### src/rtl/tictactoe_pkg.sv
// Shared constants, FSM encoding and switch-decoding helpers for the move encoder.
package tictactoe_pkg;

    localparam logic [4:0] MOVE_IDLE  = 5'b01111;
    localparam logic [4:0] MOVE_CLEAR = 5'b00000;

    localparam logic PLAYER1 = 1'b0;
    localparam logic PLAYER2 = 1'b1;

    typedef enum logic [1:0] {
        IDLE         = 2'd0,
        HOLD         = 2'd1,
        CLEAR        = 2'd2,
        WAIT_RELEASE = 2'd3
    } move_state_t;

    function automatic logic is_onehot(input logic [8:0] sel);
        return (sel != 9'd0) && ((sel & (sel - 9'd1)) == 9'd0);
    endfunction

    // Only meaningful for a one-hot select; positions are numbered 1..9.
    function automatic logic [3:0] onehot_to_pos(input logic [8:0] sel);
        logic [3:0] pos;
        pos = 4'd0;
        for (int i = 0; i < 9; i++) begin
            if (sel[i]) pos = 4'(i + 1);
        end
        return pos;
    endfunction

endpackage

### src/rtl/btn_debounce.sv
// Two-flop synchronizer followed by a saturating stability counter for one raw button.
module btn_debounce #(
    parameter int DEBOUNCE_CYCLES = 1000000
) (
    input  logic clk,
    input  logic reset_n,
    input  logic btn,
    output logic level
);

    localparam int CW = (DEBOUNCE_CYCLES > 1) ? $clog2(DEBOUNCE_CYCLES + 1) : 1;
    localparam logic [CW-1:0] CNT_MAX = CW'(DEBOUNCE_CYCLES - 1);

    logic          sync_1;
    logic          sync_2;
    logic          sync_prev;
    logic [CW-1:0] stable_cnt;

    always_ff @(posedge clk) begin
        if (!reset_n) begin
            sync_1     <= 1'b0;
            sync_2     <= 1'b0;
            sync_prev  <= 1'b0;
            stable_cnt <= '0;
            level      <= 1'b0;
        end else begin
            sync_1    <= btn;
            sync_2    <= sync_1;
            sync_prev <= sync_2;
            if (sync_2 != sync_prev) begin
                stable_cnt <= '0;
            end else if (stable_cnt != CNT_MAX) begin
                stable_cnt <= stable_cnt + CW'(1);
            end
            // sync_prev has held its value for DEBOUNCE_CYCLES edges once the count tops out.
            if (stable_cnt == CNT_MAX) begin
                level <= sync_prev;
            end
        end
    end

endmodule

### src/rtl/move_encoder.sv
// Converts switch selection and debounced submit/clear buttons into timed move codes.
//
// state        | meaning
// IDLE         | waiting for a submit or clear event; move shows the no-op code
// HOLD         | driving {turn, position} for HOLD_CYCLES cycles
// CLEAR        | driving the clear code for HOLD_CYCLES cycles
// WAIT_RELEASE | waiting for both debounced buttons to go low
module move_encoder
    import tictactoe_pkg::*;
#(
    parameter int DEBOUNCE_CYCLES = 1000000,
    parameter int HOLD_CYCLES     = 4
) (
    input  logic       clk,
    input  logic       reset_n,
    input  logic [8:0] sw,
    input  logic       btn_submit,
    input  logic       btn_clear,
    input  logic [8:0] occupied,
    output logic [4:0] move,
    output logic       turn,
    output logic       busy,
    output logic       reject
);

    localparam int HCW = (HOLD_CYCLES > 1) ? $clog2(HOLD_CYCLES) : 1;
    localparam logic [HCW-1:0] HOLD_LOAD = HCW'(HOLD_CYCLES - 1);

    move_state_t    state, state_n;
    logic [4:0]     move_n;
    logic           turn_n;
    logic           reject_n;
    logic [HCW-1:0] hold_cnt, hold_cnt_n;

    logic submit_level, clear_level;
    logic submit_q, clear_q;
    logic submit_ev, clear_ev;

    btn_debounce #(.DEBOUNCE_CYCLES(DEBOUNCE_CYCLES)) u_db_submit (
        .clk     (clk),
        .reset_n (reset_n),
        .btn     (btn_submit),
        .level   (submit_level)
    );

    btn_debounce #(.DEBOUNCE_CYCLES(DEBOUNCE_CYCLES)) u_db_clear (
        .clk     (clk),
        .reset_n (reset_n),
        .btn     (btn_clear),
        .level   (clear_level)
    );

    assign submit_ev = submit_level & ~submit_q;
    assign clear_ev  = clear_level  & ~clear_q;
    assign busy      = (state != IDLE);

    always_ff @(posedge clk) begin
        if (!reset_n) begin
            state    <= IDLE;
            move     <= MOVE_CLEAR;
            turn     <= PLAYER1;
            reject   <= 1'b0;
            hold_cnt <= '0;
            submit_q <= 1'b0;
            clear_q  <= 1'b0;
        end else begin
            state    <= state_n;
            move     <= move_n;
            turn     <= turn_n;
            reject   <= reject_n;
            hold_cnt <= hold_cnt_n;
            submit_q <= submit_level;
            clear_q  <= clear_level;
        end
    end

    always_comb begin
        state_n    = state;
        move_n     = move;
        turn_n     = turn;
        reject_n   = 1'b0;
        hold_cnt_n = hold_cnt;
        case (state)
            IDLE: begin
                move_n = MOVE_IDLE;
                // Clear takes priority; a simultaneous submit is dropped silently.
                if (clear_ev) begin
                    state_n    = CLEAR;
                    move_n     = MOVE_CLEAR;
                    hold_cnt_n = HOLD_LOAD;
                end else if (submit_ev) begin
                    if (is_onehot(sw) && ((sw & occupied) == 9'd0)) begin
                        state_n    = HOLD;
                        move_n     = {turn, onehot_to_pos(sw)};
                        hold_cnt_n = HOLD_LOAD;
                    end else begin
                        state_n  = WAIT_RELEASE;
                        reject_n = 1'b1;
                    end
                end
            end
            HOLD: begin
                if (hold_cnt == '0) begin
                    state_n = WAIT_RELEASE;
                    move_n  = MOVE_IDLE;
                    turn_n  = (turn == PLAYER1) ? PLAYER2 : PLAYER1;
                end else begin
                    hold_cnt_n = hold_cnt - HCW'(1);
                end
            end
            CLEAR: begin
                if (hold_cnt == '0) begin
                    state_n = WAIT_RELEASE;
                    move_n  = MOVE_IDLE;
                    turn_n  = PLAYER1;
                end else begin
                    hold_cnt_n = hold_cnt - HCW'(1);
                end
            end
            WAIT_RELEASE: begin
                move_n = MOVE_IDLE;
                if (!submit_level && !clear_level) begin
                    state_n = IDLE;
                end
            end
            default: begin
                state_n = IDLE;
                move_n  = MOVE_IDLE;
            end
        endcase
    end

endmodule

### config.mk
export PLATFORM = sky130hd
export DESIGN_NAME = move_encoder
export DESIGN_NICKNAME = d
export VERILOG_FILES = /design/src/rtl/tictactoe_pkg.sv /design/src/rtl/btn_debounce.sv /design/src/rtl/move_encoder.sv
export SDC_FILE = /design/constraint.sdc
export NUM_CORES = 1
export LEC_CHECK = 0
export CAP_MARGIN = 10
export CORE_MARGIN = 2
export CORE_UTILIZATION = 40
export DETAILED_ROUTE_END_ITERATION = 8
export GPL_TIMING_DRIVEN = 0
export PLACE_DENSITY = 0.65
export RECOVER_POWER = 50
export SYNTH_ARGS = -nofsm -noshare
export SYNTH_HDL_FRONTEND = slang
export SYNTH_SLANG_ARGS = --single-unit
export TNS_END_PERCENT = 1
### constraint.sdc
create_clock -name clk -period 2.3 [get_ports clk]
set_clock_uncertainty 0.1 [all_clocks]
set_input_delay 0.46 -clock clk [delete_from_list [all_inputs] [get_ports clk]]
set_output_delay 0.46 -clock clk [all_outputs]
set_load 0.02 [all_outputs]
After elaboration in Yosys (flattened, before gate mapping):

Index checks and enable logic that the tools add are counted.

* input port bits: 22
* latch bits: 0
* bits in registers: 61
* bits in read-only memories: 0
* memories kept: 0
* word-level logic and storage cells: 96
* output and inout port bits: 8
* memory bits (writable): 0

* bitwise operators: 9
* eq/ne operators: 16
* shift-type cells: 0
* multiplexer cells: 30
* reduce and logical (&&, ||, !) cells: 20
* add/subtract/negate cells: 4
* div/mod/pow operators: 0
* $lt $le $gt $ge: 0
* multipliers: 0

Operators with widths (number)
* 20-bit by 1-bit adder with 20-bit output (second input constant): 2
* 20-bit equality test (second input constant): 2
* 20-bit != test (second input constant): 2
* 4-bit two-way mux: 8
* 5-bit two-way mux: 4
* 9-bit bitwise AND: 2
* 9-bit zero test: 2
* 2-bit two-way mux: 9
* 5-bit one-hot mux with 3 select lines: 1
* 9-bit nonzero test: 1
* 9-bit by 1-bit subtractor with 9-bit output (second input constant): 1
* 2-bit != test (second input constant): 4
* 3-bit != test (second input constant): 2
* 2-bit one-hot mux with 3 select lines: 1
* 3-bit AND reduction: 2
* 2-bit nonzero test: 3
* 2-bit OR reduction: 3
* 1-bit two-way mux: 5
* 1-bit NOT: 5
* 2-bit equality test (second input constant): 2
* 2-bit zero test: 2
* 2-bit one-hot mux with 2 select lines: 1
* 4-bit AND reduction: 1
* 4-bit OR reduction: 1
* other kinds (8): 13

Longest topological paths before layout:

Gate-level depths: netlist of run 1.

* word-level depth: 13
* depth in mapped cells: 8

Hierarchy:

From an unflattened synthesis of run 1, not the netlist that was laid out.

* cells, all modules: 377
* area total of the unflattened synthesis: 3220.6 sq um

Modules (own cells, without submodules)
* btn_debounce: area an instance 1108.6 sq um, instances 2, seq. area each 480.5 sq um, cells each 124
* move_encoder: area an instance 1003.5 sq um, instances 1, seq. area each 260.2 sq um, cells each 129

Worst setup path before layout of run 1:

No wires, ideal clock.

* path type: input port to flip-flop
* start: in sw[4]
* end: reg hold_cnt[1]
* cell stages on the path: 6
* data required time: 2.121 ns
* path buffers: 0
* arrival: 1.686 ns
* library setup time: 0.079 ns
* setup slack: 0.435 ns
* path through: o41ai_2 -> a31oi_1 -> nor3_2 -> a41oi_1 -> a2111o_1 -> a22oi_1

* word-level cells in the longest chain between the ends: 7
* elaborated cells between the ends (all ways): 10
* those cells by class: add/sub (1); eq/ne (1); bitwise (2); reduce/logical (6)

Ends and longest elaborated chain
* from (decl): RTL line move_encoder.sv:16 `input logic [8:0] sw,`
* 9-bit by 1-bit subtractor with 9-bit output: RTL line tictactoe_pkg.sv:18 `return (sel != 9'd0) && ((sel & (sel - 9'd1)) == 9'd0);`
* 9-bit bitwise AND: RTL line tictactoe_pkg.sv:18
* 9-bit zero test: RTL line tictactoe_pkg.sv:18
* 1-bit logical AND: RTL line tictactoe_pkg.sv:18
* 1-bit logical AND *: RTL line move_encoder.sv:92 `if (is_onehot(sw) && ((sw & occupied) == 9'd0)) begin`
* 3-bit != test (no source line) *
* 4-bit AND reduction (no source line) *
* to (signal assigned): RTL line move_encoder.sv:71 `hold_cnt <= hold_cnt_n;`
* to (decl): RTL line move_encoder.sv:33 `logic [HCW-1:0] hold_cnt, hold_cnt_n;`

Every way passes the cells marked *; elsewhere a longest branch is shown, timed or not.
A chain may end at the register's enable or synchronous reset.

Worst setup path after layout of run 1:

* start: in sw[3]
* end: reg move[4]

* word-level cells in the longest chain between the ends: 9
* elaborated cells between the ends (all ways): 12
* those cells by class: add/sub (1); mux (4); bitwise (2); reduce/logical (5)

Ends and longest elaborated chain
* 9-bit by 1-bit subtractor with 9-bit output: RTL line tictactoe_pkg.sv:18
* 9-bit bitwise AND: RTL line tictactoe_pkg.sv:18
* 9-bit zero test: RTL line tictactoe_pkg.sv:18
* 1-bit logical AND: RTL line tictactoe_pkg.sv:18
* 1-bit logical AND *: RTL line move_encoder.sv:92
* 5-bit two-way mux *: RTL line move_encoder.sv:92
* 5-bit two-way mux *: RTL line move_encoder.sv:91 `end else if (submit_ev) begin`
* 5-bit two-way mux *: RTL line move_encoder.sv:87 `if (clear_ev) begin`
* 5-bit one-hot mux with 3 select lines *: RTL line move_encoder.sv:83 `case (state)`
* to (signal assigned): RTL line move_encoder.sv:68 `move <= move_n;`
* to (decl): RTL line move_encoder.sv:20 `output logic [4:0] move,`

Marks and branches as above.

==> qor.txt, run 1 <==
Maximum number of pins on one net before global-route repair -> 11
Post-route fraction of the period consumed by the critical path -> 0.9415
Synthesized area divided by synthesized cell count -> 8.735 sq um
Most common cell after layout, fill and taps aside -> sky130_fd_sc_hd__dfxtp_1
Data required time at the worst endpoint -> 2480 ps
Relative slew margins -> 0.5876
Most frequent cells in the layout -> sky130_fd_sc_hd__dfxtp_1 (61), sky130_fd_sc_hd__nor2_1 (52), sky130_fd_sc_hd__nand2_1 (22)
Post-Syn Area -> 0.002848 sq mm
Xor/xnor share of the synthesized area -> 0.1046
Critical-path cell list -> clkdlybuf4s50_1 -> nor4_4 -> a2111o_1 -> nand3_1 -> nand2_1 -> nor3_2 -> a41o_1
Std-Cell Rows -> 30
Share of flip-flops with an asynchronous set or reset after synthesis -> 0
Number of synthesized flops with an enable pin -> 0
Worst hold stages -> 1
Number of antenna violations at the first check in global routing -> 0
Post-synthesis cell count -> 326
Cell with the largest stage delay on the worst path -> sky130_fd_sc_hd__clkdlybuf4s50_1
Net Count, Synth -> 356
DR iter-0 viols -> 78
Growth of design area from synthesis to finish -> 21.88%
Number of global-route vias before repair -> 2162
Worst-path maximum fanout -> 5
Final Total Pwr -> 2.624 mW
Sequential fraction of the synthesis area -> 0.4288
TritonCTS Sinks -> 61
Die Y-Extent -> 88.38 um
Most used DFF post-synth -> sky130_fd_sc_hd__dfxtp_1
Setup violators final -> 0
Buffer type at the clock tree root -> sky130_fd_sc_hd__clkbuf_8
Register-to-register setup slack -> 250 ps
Endpoints failing hold -> 0
Drt wl/cell -> 11.92 um
Total wire length after detailed routing -> 5555 um
Number of fill cells in the layout -> 690
Post-placement cell area -> 0.003258 sq mm
Port buffer count -> 29
Worst hold-check path type -> reg -> reg
Post-synthesis mux area share -> 0.01757
Number of nets in the finished design -> 396
Largest stage delay, worst path -> 600 ps
Count of nets left with antenna violations after detail routing -> 0
Reg clk slew, reported paths -> 70 ps
Pins over their slew limit -> 0
Leak Pwr -> 1.265 nW
Number of buffers inserted during clock tree synthesis -> 9
Global-route total usage across every layer -> 0.1612
Top Ports -> 30
Total power per unit cell area -> 755.9 mW/mm^2
Hold Crit Endpoint -> u_db_clear.sync_2
Cell variety after synth -> 42
Core ar. -> 0.006832 sq mm
Worst R2R Start -> u_db_submit.stable_cnt[2]
# H-tree levels -> 3
HP Start -> u_db_clear.sync_1
Fraction of the mapped netlist area in adder cells -> 0.03515
Dominant combinational cell family by area after synthesis -> simple AND/OR/NAND/NOR gates
Final global-route overflow total -> 0
Reg2reg end -> u_db_submit.stable_cnt[4]
First-pass detailed-route iteration total -> 4
Count of yosys warnings during synthesis -> 0
Kind of end point of the critical path -> flop
Unrepaired setup endpoints after global routing -> false
Setup repair bufs after CTS -> 0
Clk buf depth -> 2
Maxcap violations -> 0
Number of cell instances on the worst register-to-register path -> 6
Kind of critical path -> in -> reg
DRC violations left -> 0
Total half-perimeter wirelength after legalization and detailed placement -> 4012 um
Element type at the critical path start -> primary input
Pin slew with the least headroom to its limit -> 614.0 ps
Routability-driven placement congestion ratio -> 0.8389
Die ar. -> 0.007810 sq mm
Outcome -> complete, no violations
Worst path arrival time -> 2350 ps
Upper clock frequency limit -> 0.4618 GHz
Area share of and/or/nand/nor cells after synthesis -> 0.2922
Initial cell density of the core -> 0.4168
Worst IR Drop VDD -> 0.4897 mV
Clock tree from TritonCTS -> built
Post-layout min period -> 2166 ps
Fraction of layout instances using a drive strength above 1 -> 0.06216
Post-route cell area -> 0.003471 sq mm
Wire length of the first global-routing pass -> 9722 um
Via count -> 2332
Register bit total from synthesis -> 61
Width of the die -> 88.38 um
Compound-Gate Fraction of Synth Area -> 0.1019
Number of inserted diodes -> 0
Clock latency of the later-clocked register in the worst-skew pair -> 340 ps
Hold buffer count at CTS -> 0
Via/cell ratio -> 5.004
flip-flops by register name (all words and copies together), names as in the netlist, 2 cells and up:
register	count
u_db_submit.stable_cnt	20
state	2
u_db_clear.stable_cnt	20
move	5
hold_cnt	2
repair_timing:
action | CTS | global route
setup endpoints to repair | 3 | 13
resized for setup | 2 | 4
pin swaps | 0 | 4
power by group:
part | switching [mW] | internal [mW] | leakage, nW
Clock | 0.402 | 0.549 | 0.101
Sequential | 0.0504 | 1.12 | 0.496
Combinational | 0.290 | 0.213 | 0.668
cell type report:
class | count | area, sq um | share of cell area
multi-input combinational | 250 | 1582 | 0.4557
sequential | 61 | 1221 | 0.3518
timing repair buffer | 29 | 292.8 | 0.08435
clock buffer | 11 | 151.4 | 0.04362
tap | 96 | 120.1 | 0.03461
clock inverter | 4 | 47.55 | 0.01370
inverter | 10 | 37.54 | 0.01081
buffer | 5 | 18.77 | 0.005407
worst max path at each step:
stage                            from           to  cells after the start
after detailed placement        sw[4]  hold_cnt[1]                      7
after global placement          sw[4]  hold_cnt[1]                      7
after floorplan                 sw[4]  hold_cnt[1]                      6
after global routing      occupied[3]  hold_cnt[1]                      7
final                           sw[3]      move[4]                      7
after CTS                       sw[5]  hold_cnt[1]                      7
metrics by stage:
step           setup TNS, ps    util  instances  worst slack [ps]  hold WS [ps]
2_1_floorplan              0       -        326             434.7         311.9
3_3_place_gp           -2484  0.4769        451            -357.3         317.2
3_5_place_dp           -2536  0.4769        451            -363.0         332.8
4_1_cts                    0  0.5057        466             31.86         349.4
5_1_grt                    0  0.5081        466             56.15         365.8
6_report                   0  0.5081        466             134.5         343.5
synthesized netlist by cell type, drive strengths merged, types with 2 or more instances:
library cell,number,area share
a2111o,2,0.0079
a21oi,16,0.028
a22oi,4,0.011
and2,9,0.020
and3,2,0.0044
and4,3,0.0092
clkbuf,5,0.0066
dfxtp,61,0.43
ha,8,0.035
inv,10,0.013
mux2i,5,0.018
nand2,23,0.031
nand2b,5,0.011
nand3,15,0.026
nand4,12,0.026
nor2,52,0.069
nor2b,3,0.0066
nor3,13,0.026
nor4,6,0.026
nor4b,3,0.0092
o21ai,14,0.025
o41ai,2,0.0088
or3,7,0.015
xnor2,15,0.046
xor2,19,0.058
cell families (layout without fill, tap and decap cells):
logic type	Yosys count	in the layout
flip-flops	61	61
multiplexers	5	5
AO/OA/AOI/OAI	46	46
adder cells (fa/ha/maj)	8	8
AND/OR/NAND/NOR	157	157
XOR/XNOR	34	34
buffers and inverters	15	59
critical path: cells and delay by family:
family | cells | cell delay [ps]
and+or+nand+nor | 4 | 660
AOI/OAI and AO/OA | 2 | 640
buffers and inverters | 1 | 600
metal layers:
layer / vias to the layer above / GRT usage / share of wire
li1: 1229 / - / -
met1: 1069 / 0.2157 / 0.50
met2: 23 / 0.2379 / 0.45
met3: 11 / 0.05317 / 0.027
met4: 0 / 0.07025 / 0.019
met5: - / 0 / 0
Power figures use the tool's default switching activity.
==> inputs of run 2 (changes only) <==
--- a/config.mk
+++ b/config.mk
@@ -6,11 +6,11 @@
 export NUM_CORES = 1
 export LEC_CHECK = 0
 export CAP_MARGIN = 10
-export CORE_MARGIN = 2
-export CORE_UTILIZATION = 40
+export CORE_MARGIN = 1
+export CORE_UTILIZATION = 50
 export DETAILED_ROUTE_END_ITERATION = 8
 export GPL_TIMING_DRIVEN = 0
-export PLACE_DENSITY = 0.65
+export PLACE_DENSITY = 0.77
 export RECOVER_POWER = 50
 export SYNTH_ARGS = -nofsm -noshare
 export SYNTH_HDL_FRONTEND = slang
==> run 2 against run 1 <==
Maximum frequency increased by 0.54%. Sequential share of layout area about the same. Sequential cell count is the same. Register-to-register slack got worse by 40 ps. Count of clock-buffer cells in the layout down 2. Largest power group unchanged. Utilization grew 12 points. Power increased by 3.7%. Via count grew 2.4%. Cell count is 4.5% lower. Critical path depth unchanged.
==> qor.txt, run 2 (synthesis gave the netlist of run 1 again) <==
Via count -> 2388
Most frequent cells in the layout -> sky130_fd_sc_hd__dfxtp_1 (61), sky130_fd_sc_hd__nor2_1 (52), sky130_fd_sc_hd__nand2_1 (23)
Initial cell density of the core -> 0.5172
Most common cell on crit path -> sky130_fd_sc_hd__a2111o_1
Core ar. -> 0.005507 sq mm
Growth of design area from synthesis to finish -> 21.97%
Register-to-register setup slack -> 210 ps
Worst R2R Start -> u_db_submit.stable_cnt[2]
Worst hold stages -> 1
HP Start -> u_db_clear.sync_1
Critical-path cell list -> clkdlybuf4s50_1 -> nor4_4 -> a2111o_1 -> nand3_1 -> a41oi_1 -> a2111o_1 -> a22oi_1
DRC violations left -> 0
Kind of end point of the critical path -> flop
Maxcap violations -> 0
Routability-driven placement congestion ratio -> 0.8058
Final core utilization -> 0.6308
Via/cell ratio -> 5.366
Hold Crit Endpoint -> u_db_clear.sync_2
Maximum number of pins on one net before global-route repair -> 12
Unrepaired setup endpoints after global routing -> false
Global-route total usage across every layer -> 0.2087
Die ar. -> 0.006002 sq mm
Number of fill cells in the layout -> 460
GR Layer Usage met2 -> 0.3327
Final global-route overflow total -> 0
TritonCTS Sinks -> 61
Number of inserted diodes -> 0
Post-Route Hold Slack -> 339.9 ps
Std-Cell Rows -> 27
Post-layout min period -> 2154 ps
Number of antenna violations at the first check in global routing -> 0
Largest stage delay, worst path -> 610 ps
Pins over their slew limit -> 0
Crit path buf inv count -> 1
Number of buffers inserted during clock tree synthesis -> 9
Upper clock frequency limit -> 0.4643 GHz
Post-route fraction of the period consumed by the critical path -> 0.9365
Number of cell instances on the worst register-to-register path -> 6
Placement Setup Slack -> -403.8 ps
Worst-path maximum fanout -> 5
Total wire length after detailed routing -> 5688 um
Post-route cell area -> 0.003473 sq mm
First-pass detailed-route iteration total -> 4
Worst path arrival time -> 2320 ps
Worst path top cell family by delay -> compound AO/OA/AOI/OAI gates
Most common cell after layout, fill and taps aside -> sky130_fd_sc_hd__dfxtp_1
Buffer type at the clock tree root -> sky130_fd_sc_hd__clkbuf_8
Element type at the critical path start -> primary input
Wire length of the first global-routing pass -> 9894 um
Clock latency of the later-clocked register in the worst-skew pair -> 340 ps
Port buffer count -> 29
Die Y-Extent -> 77.47 um
Post-placement cell area -> 0.003228 sq mm
Met1 track utilization from global routing -> 0.2553
Worst IR Drop VDD -> 0.6530 mV
GR Util met3 -> 0.07059
Post-route worst setup slack -> 146.1 ps
Kind of critical path -> in -> reg
Layer with the highest usage -> met2
Total power per unit cell area -> 783.5 mW/mm^2
Endpoints failing hold -> 0
Total half-perimeter wirelength after legalization and detailed placement -> 3951 um
DR iter-0 viols -> 122
Hold buffer count at CTS -> 0
Worst hold-check path type -> reg -> reg
Relative slew margins -> 0.6161
Cell with the largest stage delay on the worst path -> sky130_fd_sc_hd__clkdlybuf4s50_1
Setup violators final -> 0
Pin slew with the least headroom to its limit -> 571.6 ps
Clk buf depth -> 2
Leading registers by flop count -> u_db_clear.stable_cnt (20), u_db_submit.stable_cnt (20), move (5)
Drt wl/cell -> 12.78 um
Count of nets left with antenna violations after detail routing -> 0
Reg2reg end -> u_db_submit.stable_cnt[4]
Data required time at the worst endpoint -> 2470 ps
Top Ports -> 30
Leak Pwr -> 1.283 nW
Fraction of layout instances using a drive strength above 1 -> 0.06434
# H-tree levels -> 3
Reg clk slew, reported paths -> 70 ps
Width of the die -> 77.47 um
Number of nets in the finished design -> 398
Number of global-route vias before repair -> 2227
Outcome -> complete, no violations
Clock tree from TritonCTS -> built
==> run 2: repair_timing <==
item                       4_1_cts  5_1_grt
setup endpoints to repair        7       10
pin swaps                        0        2
gates resized for setup          3        2
buffers inserted                 0        2
==> run 2: worst max path at each step <==
stage / end / start / slack, ps / cells past startpoint
3_5_place_dp: move[4] / sw[4] / -400 / 7
2_1_floorplan: hold_cnt[1] / sw[4] / 430 / 6
3_3_place_gp: move[4] / sw[4] / -390 / 7
6_report: hold_cnt[1] / sw[6] / 150 / 7
4_1_cts: hold_cnt[1] / sw[4] / 2 / 7
5_1_grt: hold_cnt[1] / sw[6] / 20 / 7
==> run 2: layer usage <==
layer	wire [um]	vias up
li1	-	1233
met1	2817	1115
met2	2616	36
met3	191	4
met4	62	0
met5	0	-
==> run 2: report_power, final <==
part / leakage (nW) / internal, mW / switching [mW]
sequential: 0.496 / 1.12 / 0.0482
combinational: 0.682 / 0.216 / 0.306
clock: 0.105 / 0.603 / 0.429
total: 1.28 / 1.94 / 0.783
==> run 2: final cells by class <==
| cell class | count | area [sq um] | area share |
|---|---|---|---|
| Buffer | 5 | 18.77 | 0.005403 |
| Inverter | 10 | 37.54 | 0.01081 |
| Clock buffer | 9 | 123.9 | 0.03566 |
| Sequential cell | 61 | 1221 | 0.3516 |
| Multi-Input combinational cell | 250 | 1583 | 0.4557 |
| Timing Repair Buffer | 31 | 309.0 | 0.08898 |
| Tap cell | 72 | 90.09 | 0.02594 |
| Clock inverter | 7 | 90.09 | 0.02594 |
==> run 2: stage by stage <==
stage / power [mW] / TNS [ps] / cells
floorplan: 1.518 / 0 / 326
global placement: 1.682 / -2648 / 427
detailed placement: 1.697 / -2911 / 427
CTS: 2.742 / 0 / 443
global route: 2.853 / 0 / 445
finish: 2.721 / 0 / 445
